===== config.mk =====
export PLATFORM = sky130hd
export DESIGN_NAME = nibble_serializer
export DESIGN_NICKNAME = d
export VERILOG_FILES = /design/src/rtl/nibble_serializer.sv
export SDC_FILE = /design/constraint.sdc
export NUM_CORES = 1
export LEC_CHECK = 0
export CAP_MARGIN = 5
export CORE_AREA = 2 2 39 41
export DETAILED_ROUTE_END_ITERATION = 6
export DIE_AREA = 0 0 41 43
export GPL_TIMING_DRIVEN = 0
export PLACE_DENSITY = 0.61
export SYNTH_ARGS = -nofsm -noshare
export SYNTH_HDL_FRONTEND = slang
export SYNTH_SLANG_ARGS = --single-unit

===== constraint.sdc =====
create_clock -name clk -period 2.85 [get_ports clk]
set_input_delay 0.57 -clock clk [delete_from_list [all_inputs] [get_ports clk]]
set_output_delay 0.57 -clock clk [all_outputs]
set_load 0.02 [all_outputs]

===== src/rtl/nibble_serializer.sv =====
// Parallel-to-serial stage feeding a 4-bit right-shifting register, LSB first, valid/ready input.
// Optional one-entry holding register for bubble-free frames: define NIBBLE_SER_HOLD_EN.
module nibble_serializer #(
    parameter int WIDTH = 4
) (
    input  logic             clk,
    input  logic             reset,
    input  logic [WIDTH-1:0] in_data_i,
    input  logic             in_valid_i,
    output logic             in_ready_o,
    output logic             ser_out_o,
    output logic             ser_valid_o,
    output logic             frame_done_o,
    output logic             busy_o,
    output logic             state_dbg_o
);
    localparam int CNT_W = (WIDTH > 1) ? $clog2(WIDTH) : 1;
    localparam logic [CNT_W-1:0] LAST = CNT_W'(WIDTH - 1);

    // Handshake: a word transfers on a rising edge where in_valid_i and in_ready_o are both 1;
    // in_data_i is sampled only on that edge and must be held while in_valid_i=1 and in_ready_o=0.

    typedef enum logic {IDLE = 1'b0, SHIFT = 1'b1} state_e;

    state_e           state_q, state_d;
    logic [WIDTH-1:0] shreg_q, shreg_d;
    logic [CNT_W-1:0] cnt_q, cnt_d;
    logic             hold_full;
    logic             accept;
    logic             last_bit;

`ifdef NIBBLE_SER_HOLD_EN
    logic [WIDTH-1:0] hold_q, hold_d;
    logic             hold_full_q, hold_full_d;

    assign hold_full  = hold_full_q;
    assign in_ready_o = !hold_full_q && !reset;
`else
    assign hold_full  = 1'b0;
    assign in_ready_o = (state_q == IDLE) && !reset;
`endif

    assign accept   = in_valid_i && in_ready_o;
    assign last_bit = (state_q == SHIFT) && (cnt_q == LAST);

    always_comb begin
        state_d = state_q;
        shreg_d = shreg_q;
        cnt_d   = cnt_q;
`ifdef NIBBLE_SER_HOLD_EN
        hold_d      = hold_q;
        hold_full_d = hold_full_q;
`endif
        case (state_q)
            IDLE: begin
                if (accept) begin
                    shreg_d = in_data_i;
                    cnt_d   = '0;
                    state_d = SHIFT;
                end
            end
            SHIFT: begin
                if (!last_bit) begin
                    shreg_d = shreg_q >> 1;
                    cnt_d   = cnt_q + CNT_W'(1);
`ifdef NIBBLE_SER_HOLD_EN
                    if (accept) begin
                        hold_d      = in_data_i;
                        hold_full_d = 1'b1;
                    end
`endif
                end else begin
`ifdef NIBBLE_SER_HOLD_EN
                    // Chain straight into the next frame: held word first, else a bypassed accept.
                    if (hold_full_q) begin
                        shreg_d     = hold_q;
                        hold_full_d = 1'b0;
                        cnt_d       = '0;
                    end else if (accept) begin
                        shreg_d = in_data_i;
                        cnt_d   = '0;
                    end else begin
                        state_d = IDLE;
                    end
`else
                    state_d = IDLE;
`endif
                end
            end
            default: state_d = IDLE;
        endcase
    end

    always_ff @(posedge clk) begin
        if (reset) begin
            state_q <= IDLE;
            shreg_q <= '0;
            cnt_q   <= '0;
`ifdef NIBBLE_SER_HOLD_EN
            hold_q      <= '0;
            hold_full_q <= 1'b0;
`endif
        end else begin
            state_q <= state_d;
            shreg_q <= shreg_d;
            cnt_q   <= cnt_d;
`ifdef NIBBLE_SER_HOLD_EN
            hold_q      <= hold_d;
            hold_full_q <= hold_full_d;
`endif
        end
    end

    // Outputs come from registered state only, so the line is 0 whenever no frame is active.
    assign ser_out_o    = (state_q == SHIFT) && shreg_q[0];
    assign ser_valid_o  = (state_q == SHIFT);
    assign frame_done_o = last_bit;
    assign busy_o       = (state_q == SHIFT) || hold_full;
    assign state_dbg_o  = state_q;
endmodule

* After elaboration in Yosys (flattened, before gate mapping)
Index checks and enable logic that the tools add are counted.
** Cells by class
- Shift operators :: 0
- Reductions and logical operators :: 6
- Equality and inequality tests :: 3
- $mul :: 0
- $lt $le $gt $ge :: 0
- $add $sub $neg :: 1
- Bitwise logic cells :: 1
- Div/mod/pow operators :: 0
- Mux-type cells :: 9
** Operators by type and width (number)
- $mux W4 :: 2
- $pmux W4 S2 :: 1
- $logic_and A1 B1 Y1 :: 4
- $mux W2 :: 2
- $ne A2 B2 Y1 const B :: 2
- $pmux W2 S2 :: 1
- $add A2 B1 Y2 const B :: 1
- $eq A2 B2 Y1 const B :: 1
- $mux W1 :: 2
- $pmux W1 S2 :: 1
- $reduce_and A2 Y1 :: 1
- $logic_not A1 Y1 :: 1
- $not A1 Y1 :: 1
** Storage, ports and cells
- Bits in read-only memories :: 0
- Bits in latches :: 0
- RAM bits :: 0
- Output and inout port bits :: 6
- Flip-flop bits (word level) :: 7
- Memories :: 0
- Word-level logic and storage cells :: 23

* Logic depth before layout (Yosys ltp)
Gate-level depths: netlist (run 1).
- Word-level depth :: 5
- Gate-level depth with buffers :: 4
- Depth with buffers taken out :: 4

* Least setup slack after synthesis (run 1)
Ideal clock, no wire load.
- Path type :: input port to output port
- Start :: in reset
- End :: out in_ready_o
- Data arrival time :: 1.032 ns
- Slack :: 1.248 ns
- Cell stages on the path :: 2
- Path buffers :: 1
- Cells stage by stage :: buf_2 > nor2_1
** Between the ends
- Cells in the longest elaborated chain, start to end :: 2
** Ends and longest elaborated chain
- start: declaration :: line 7 : input logic reset,
- $logic_not A1 Y1 :: line 40 : assign in_ready_o = (state_q == IDLE) && !reset;
- $logic_and A1 B1 Y1 :: line 40
- end: declaration :: line 10 : output logic in_ready_o,
Every way passes these cells.

* Worst setup path in the final report (run 1)
- Start :: reg state_q (netlist: busy_o)
- End :: out frame_done_o
** Between the ends
- Cells in the longest elaborated chain, start to end :: 1
** Ends and longest elaborated chain
- start: declaration :: line 25 : state_e state_q, state_d;
- start signal: assignment :: line 104 : state_q <= state_d;
- $logic_and A1 B1 Y1 :: line 44 : assign last_bit = (state_q == SHIFT) && (cnt_q == LAST);
- end: declaration :: line 13 : output logic frame_done_o,
Every way passes these cells.

==> impl_results.html, run 1 <==
<table>
<tr><th>Metric</th><th>Value</th></tr>
<tr><th colspan="2">Global route</th></tr>
<tr><td>Global routing met1 resource utilization</td><td>9.709%</td></tr>
<tr><td>GRT Total Usage</td><td>10.97%</td></tr>
<tr><td>Global Route met3 Usage</td><td>9.424%</td></tr>
<tr><td>Grt peak-use layer</td><td>met2</td></tr>
<tr><td>Remaining global-route overflow</td><td>0</td></tr>
<tr><td>Largest net degree at the start of global routing</td><td>11</td></tr>
<tr><td>Met2 Resource Use GR</td><td>17.19%</td></tr>
<tr><td>Vias in the first global route</td><td>305</td></tr>
<tr><td>Antenna violations before repair</td><td>0</td></tr>
<tr><td>Global-route wire length before repair</td><td>1.193 mm</td></tr>
<tr><th colspan="2">Clocking</th></tr>
<tr><td>CTS root buffer</td><td>sky130_fd_sc_hd__clkbuf_4</td></tr>
<tr><td>Number of buffers inserted for hold repair after clock tree synthesis</td><td>0</td></tr>
<tr><td>Postcts setup bufs</td><td>0</td></tr>
<tr><td>Clk pin slew, worst setup/hold paths</td><td>0.05 ns</td></tr>
<tr><td>TritonCTS buffer count</td><td>3</td></tr>
<tr><td>Maximum number of buffers from clock root to sink</td><td>2</td></tr>
<tr><td>CTS tree</td><td>built</td></tr>
<tr><td>Clock Latency Late Sink</td><td>0.25 ns</td></tr>
<tr><td>Number of H-tree branching levels</td><td>1</td></tr>
<tr><td>CTS sink count</td><td>7</td></tr>
<tr><td>Quantity of gates resized following cts</td><td>0</td></tr>
<tr><th colspan="2">Floorplan</th></tr>
<tr><td>Starting utilization of the core area</td><td>27.58%</td></tr>
<tr><td>Total die area</td><td>1763 sq um</td></tr>
<tr><td>Count of boundary I/O pins</td><td>13</td></tr>
<tr><td>Row cnt</td><td>14</td></tr>
<tr><td>Area of the core</td><td>1384 sq um</td></tr>
<tr><td>Die width</td><td>41 microns</td></tr>
<tr><td>Die Span Y</td><td>43 microns</td></tr>
<tr><th colspan="2">Drt</th></tr>
<tr><td>Number of detailed-routing iterations run before antenna repair</td><td>3</td></tr>
<tr><td>Number of vias per cell after detailed routing</td><td>4.638</td></tr>
<tr><td>Remaining routing DRC violations</td><td>0</td></tr>
<tr><td>Via total after detailed routing</td><td>320</td></tr>
<tr><td>DRT iter0 DRCs</td><td>1</td></tr>
<tr><td>Routed len/inst</td><td>10.93 microns</td></tr>
<tr><td>Number of antenna-violating nets in the routed design</td><td>0</td></tr>
<tr><td>Detailed Route WL</td><td>754 microns</td></tr>
<tr><th colspan="2">STA</th></tr>
<tr><td>Final hold violation count</td><td>0</td></tr>
<tr><td>Aggregate negative setup slack</td><td>0 ns</td></tr>
<tr><td>Transition time at the pin with the least slew margin</td><td>0.2234 ns</td></tr>
<tr><td>Tcrit/Tclk final</td><td>76.44%</td></tr>
<tr><td>Unrepaired setup endpoints after global routing</td><td>no</td></tr>
<tr><td>Final critical-path setup slack</td><td>0.6713 ns</td></tr>
<tr><td>Fin. max-slew vios</td><td>0</td></tr>
<tr><td>Crit path time final</td><td>2.179 ns</td></tr>
<tr><td>Skew final</td><td>0.006184 ns</td></tr>
<tr><td>Final count of negative-setup-slack endpoints</td><td>0</td></tr>
<tr><td>Top achievable clock speed</td><td>459.0 MHz</td></tr>
<tr><td>Max transition margin</td><td>84.99%</td></tr>
<tr><th colspan="2">Power and ir drop</th></tr>
<tr><td>Leakage power of the design</td><td>0.2003 nW</td></tr>
<tr><td>Power per cell area</td><td>486.2 nW/um^2</td></tr>
<tr><td>Worst supply voltage drop on vdd</td><td>0.2563 mV</td></tr>
<tr><th colspan="2">Setup path</th></tr>
<tr><td>Startpoint of the worst setup timing path</td><td>busy_o</td></tr>
<tr><td>Sequence of cells on the critical path</td><td>buf_6 &gt; and2_1 &gt; clkdlybuf4s50_1</td></tr>
<tr><td>Sort of element at the end of the critical path</td><td>primary output</td></tr>
<tr><td>Biggest fanout along the worst timing path</td><td>10</td></tr>
<tr><td>Cell with the largest stage delay on the worst path</td><td>sky130_fd_sc_hd__clkdlybuf4s50_1</td></tr>
<tr><td>CP peak stage delay</td><td>0.62 ns</td></tr>
<tr><td>CP startpoint kind</td><td>register</td></tr>
<tr><td>Endpoint required time on the critical path</td><td>2.28 ns</td></tr>
<tr><td>Critical path start-end classification</td><td>reg2out</td></tr>
<tr><td>WP data arrival</td><td>1.61 ns</td></tr>
<tr><td>Launch instance of the worst register-to-register path</td><td>busy_o</td></tr>
<tr><th colspan="2">Layout</th></tr>
<tr><td>Post-layout nets</td><td>62</td></tr>
<tr><td>Multi-input gate area in the final layout</td><td>210.2 sq um</td></tr>
<tr><td>Register Area</td><td>140.1 sq um</td></tr>
<tr><td>Antenna cell count</td><td>0</td></tr>
<tr><td>Synthesis-to-finish area growth</td><td>40.98%</td></tr>
<tr><td>Number of inserted filler cells in the final layout</td><td>136</td></tr>
<tr><td>Summed area of non-filler cells in the final layout</td><td>538.0 sq um</td></tr>
<tr><td>Final standard cell utilization of the core</td><td>38.88%</td></tr>
<tr><td>Fraction of final layout cells with drive strength greater than 1</td><td>24.53%</td></tr>
<tr><th colspan="2">Synthesis</th></tr>
<tr><td>Main flop type after synthesis</td><td>sky130_fd_sc_hd__dfxtp_1</td></tr>
<tr><td>Proportion of synthesized flip-flops having asynchronous set or reset</td><td>0%</td></tr>
<tr><td>Sequential share of the synthesized area</td><td>36.72%</td></tr>
<tr><td>Mapped Avg Cell Area</td><td>10.04 sq um</td></tr>
<tr><td>Syn_nets</td><td>46</td></tr>
<tr><td>Count of flip-flops with a built-in enable after synthesis</td><td>0</td></tr>
<tr><td>Synth cell types</td><td>19</td></tr>
<tr><td>Count of synthesis-stage warnings from yosys</td><td>0</td></tr>
<tr><td>Yosys reg bits</td><td>7</td></tr>
<tr><td>Synthesized instance count</td><td>38</td></tr>
<tr><td>Cell area after synthesis</td><td>381.6 sq um</td></tr>
<tr><th colspan="2">Placed design</th></tr>
<tr><td>Number of input and output port buffers inserted</td><td>11</td></tr>
<tr><td>Setup slack after placement</td><td>0.8249 ns</td></tr>
<tr><td>Placement-stage cell area</td><td>511.7 sq um</td></tr>
<tr><td>HPWL after detailed placement</td><td>559.9 microns</td></tr>
<tr><td>GPL Wtd Cong</td><td>0.6408</td></tr>
<tr><th colspan="2">Worst hold path</th></tr>
<tr><td>Worst min-delay path class</td><td>reg2reg</td></tr>
<tr><td>Origin of the worst min-delay path</td><td>cnt_q[1]</td></tr>
<tr><th colspan="2">Job</th></tr>
<tr><td>Max-cap check violation count</td><td>0</td></tr>
<tr><th colspan="2">Run status</th></tr>
<tr><td>Outcome</td><td>completed</td></tr>
</table>
-- cells in the mapped netlist (2+ instances only) --
cell type / instances / share of area [%]
sky130_fd_sc_hd__a211oi_2: 3 / 9.8
sky130_fd_sc_hd__a21oi_1: 3 / 3.9
sky130_fd_sc_hd__and2_1: 2 / 3.3
sky130_fd_sc_hd__buf_4: 2 / 3.9
sky130_fd_sc_hd__dfxtp_1: 7 / 37
sky130_fd_sc_hd__mux2i_1: 3 / 7.9
sky130_fd_sc_hd__nor2_1: 2 / 2.0
sky130_fd_sc_hd__nor3_1: 3 / 3.9
sky130_fd_sc_hd__o21ai_0: 3 / 3.9
-- per-stage QoR --
stage | power (mW) | hold slack (ns) | instances
final | 0.2616 | 0.4811 | 69
after global routing | 0.2804 | 0.5102 | 69
after CTS | 0.2670 | 0.4841 | 69
after detailed placement | 0.1749 | 0.4770 | 65
after global placement | 0.1733 | 0.4656 | 65
after floorplan | 0.1527 | 0.4493 | 38
-- registers in the layout, summed over array words and instances, names as in the netlist --
register and cells:
shreg_q 4, cnt_q 2, busy_o 1
-- layout by cell type (no fill, tap or decap), drive strengths merged --
master and n:
a211oi 3, a21oi 3, and2 2, buf 4
clkbuf 4, clkdlybuf4s50 11, dfxtp 7, ha 1
mux2i 3, nand2 1, nand2b 1, nand3b 1
nor2 2, nor2b 2, nor3 3, nor3b 1
o21ai 3, or2 1
-- layout make-up --
type / instances / share of cell area, %
multi-input cells: 27 / 39.07
flip-flops and latches: 7 / 26.05
well taps: 16 / 3.721
plain buffers: 4 / 5.814
clock buffers: 4 / 4.884
repair buffers: 11 / 20.47
-- worst paths after layout --
path	to	cells past startpoint	slack (ns)
max reg2reg	busy_o	4	1.70
max	frame_done_o	3	0.67
min	cnt_q[1]	2	0.48
min reg2reg	cnt_q[1]	2	0.48
-- metal layers --
| metal | wire length [microns] | vias to the layer above | share of wire (%) |
|---|---|---|---|
| met5 | 0 | - | 0 |
| met4 | 0 | 0 | 0 |
| met3 | 66 | 0 | 8.8 |
| met2 | 386 | 12 | 51 |
| met1 | 301 | 148 | 40 |
| li1 | - | 160 | - |
-- report_power, final --
group	internal (mW)	switching, mW
Clock	0.0534	0.0362
Sequential	0.105	0.00428
Combinational	0.0342	0.0280
-- worst max-delay path, delay by kind of cell, from the launching register on --
family                 cells  cell delay, ns
flip-flops                 1            0.38
AND/OR/NAND/NOR            1            0.19
buffers and inverters      2            0.79
-- kinds of logic (layout without fill, tap and decap cells) --
| logic type | Yosys count | in the layout | share of synthesized area [%] |
|---|---|---|---|
| adders and majority gates | 1 | 1 | 3.278 |
| muxes | 3 | 3 | 7.869 |
| DFF | 7 | 7 | 36.72 |
| buffers and inverters | 4 | 19 | 8.194 |
| and+or+nand+nor | 14 | 14 | 26.23 |
| AOI/OAI and AO/OA | 9 | 9 | 17.70 |
Note: power is estimated with default switching activity, not from simulation.
==> inputs of run 2 (changes only) <==
clock period = 2.2 ns   (was 2.85 ns; I/O delays follow)
==> results of run 2 <==
Same layout as run 1 (identical final DEF). Status: completed.
Among the figures that moved: setup slack after placement 0.8249 ns -> 0.4192 ns; setup slack after layout 0.6713 ns -> 0.1513 ns; register-to-register setup slack 1.70 ns -> 1.05 ns; total power 0.2616 mW -> 0.3388 mW; worst IR drop on VDD 0.2563 mV -> 0.3321 mV
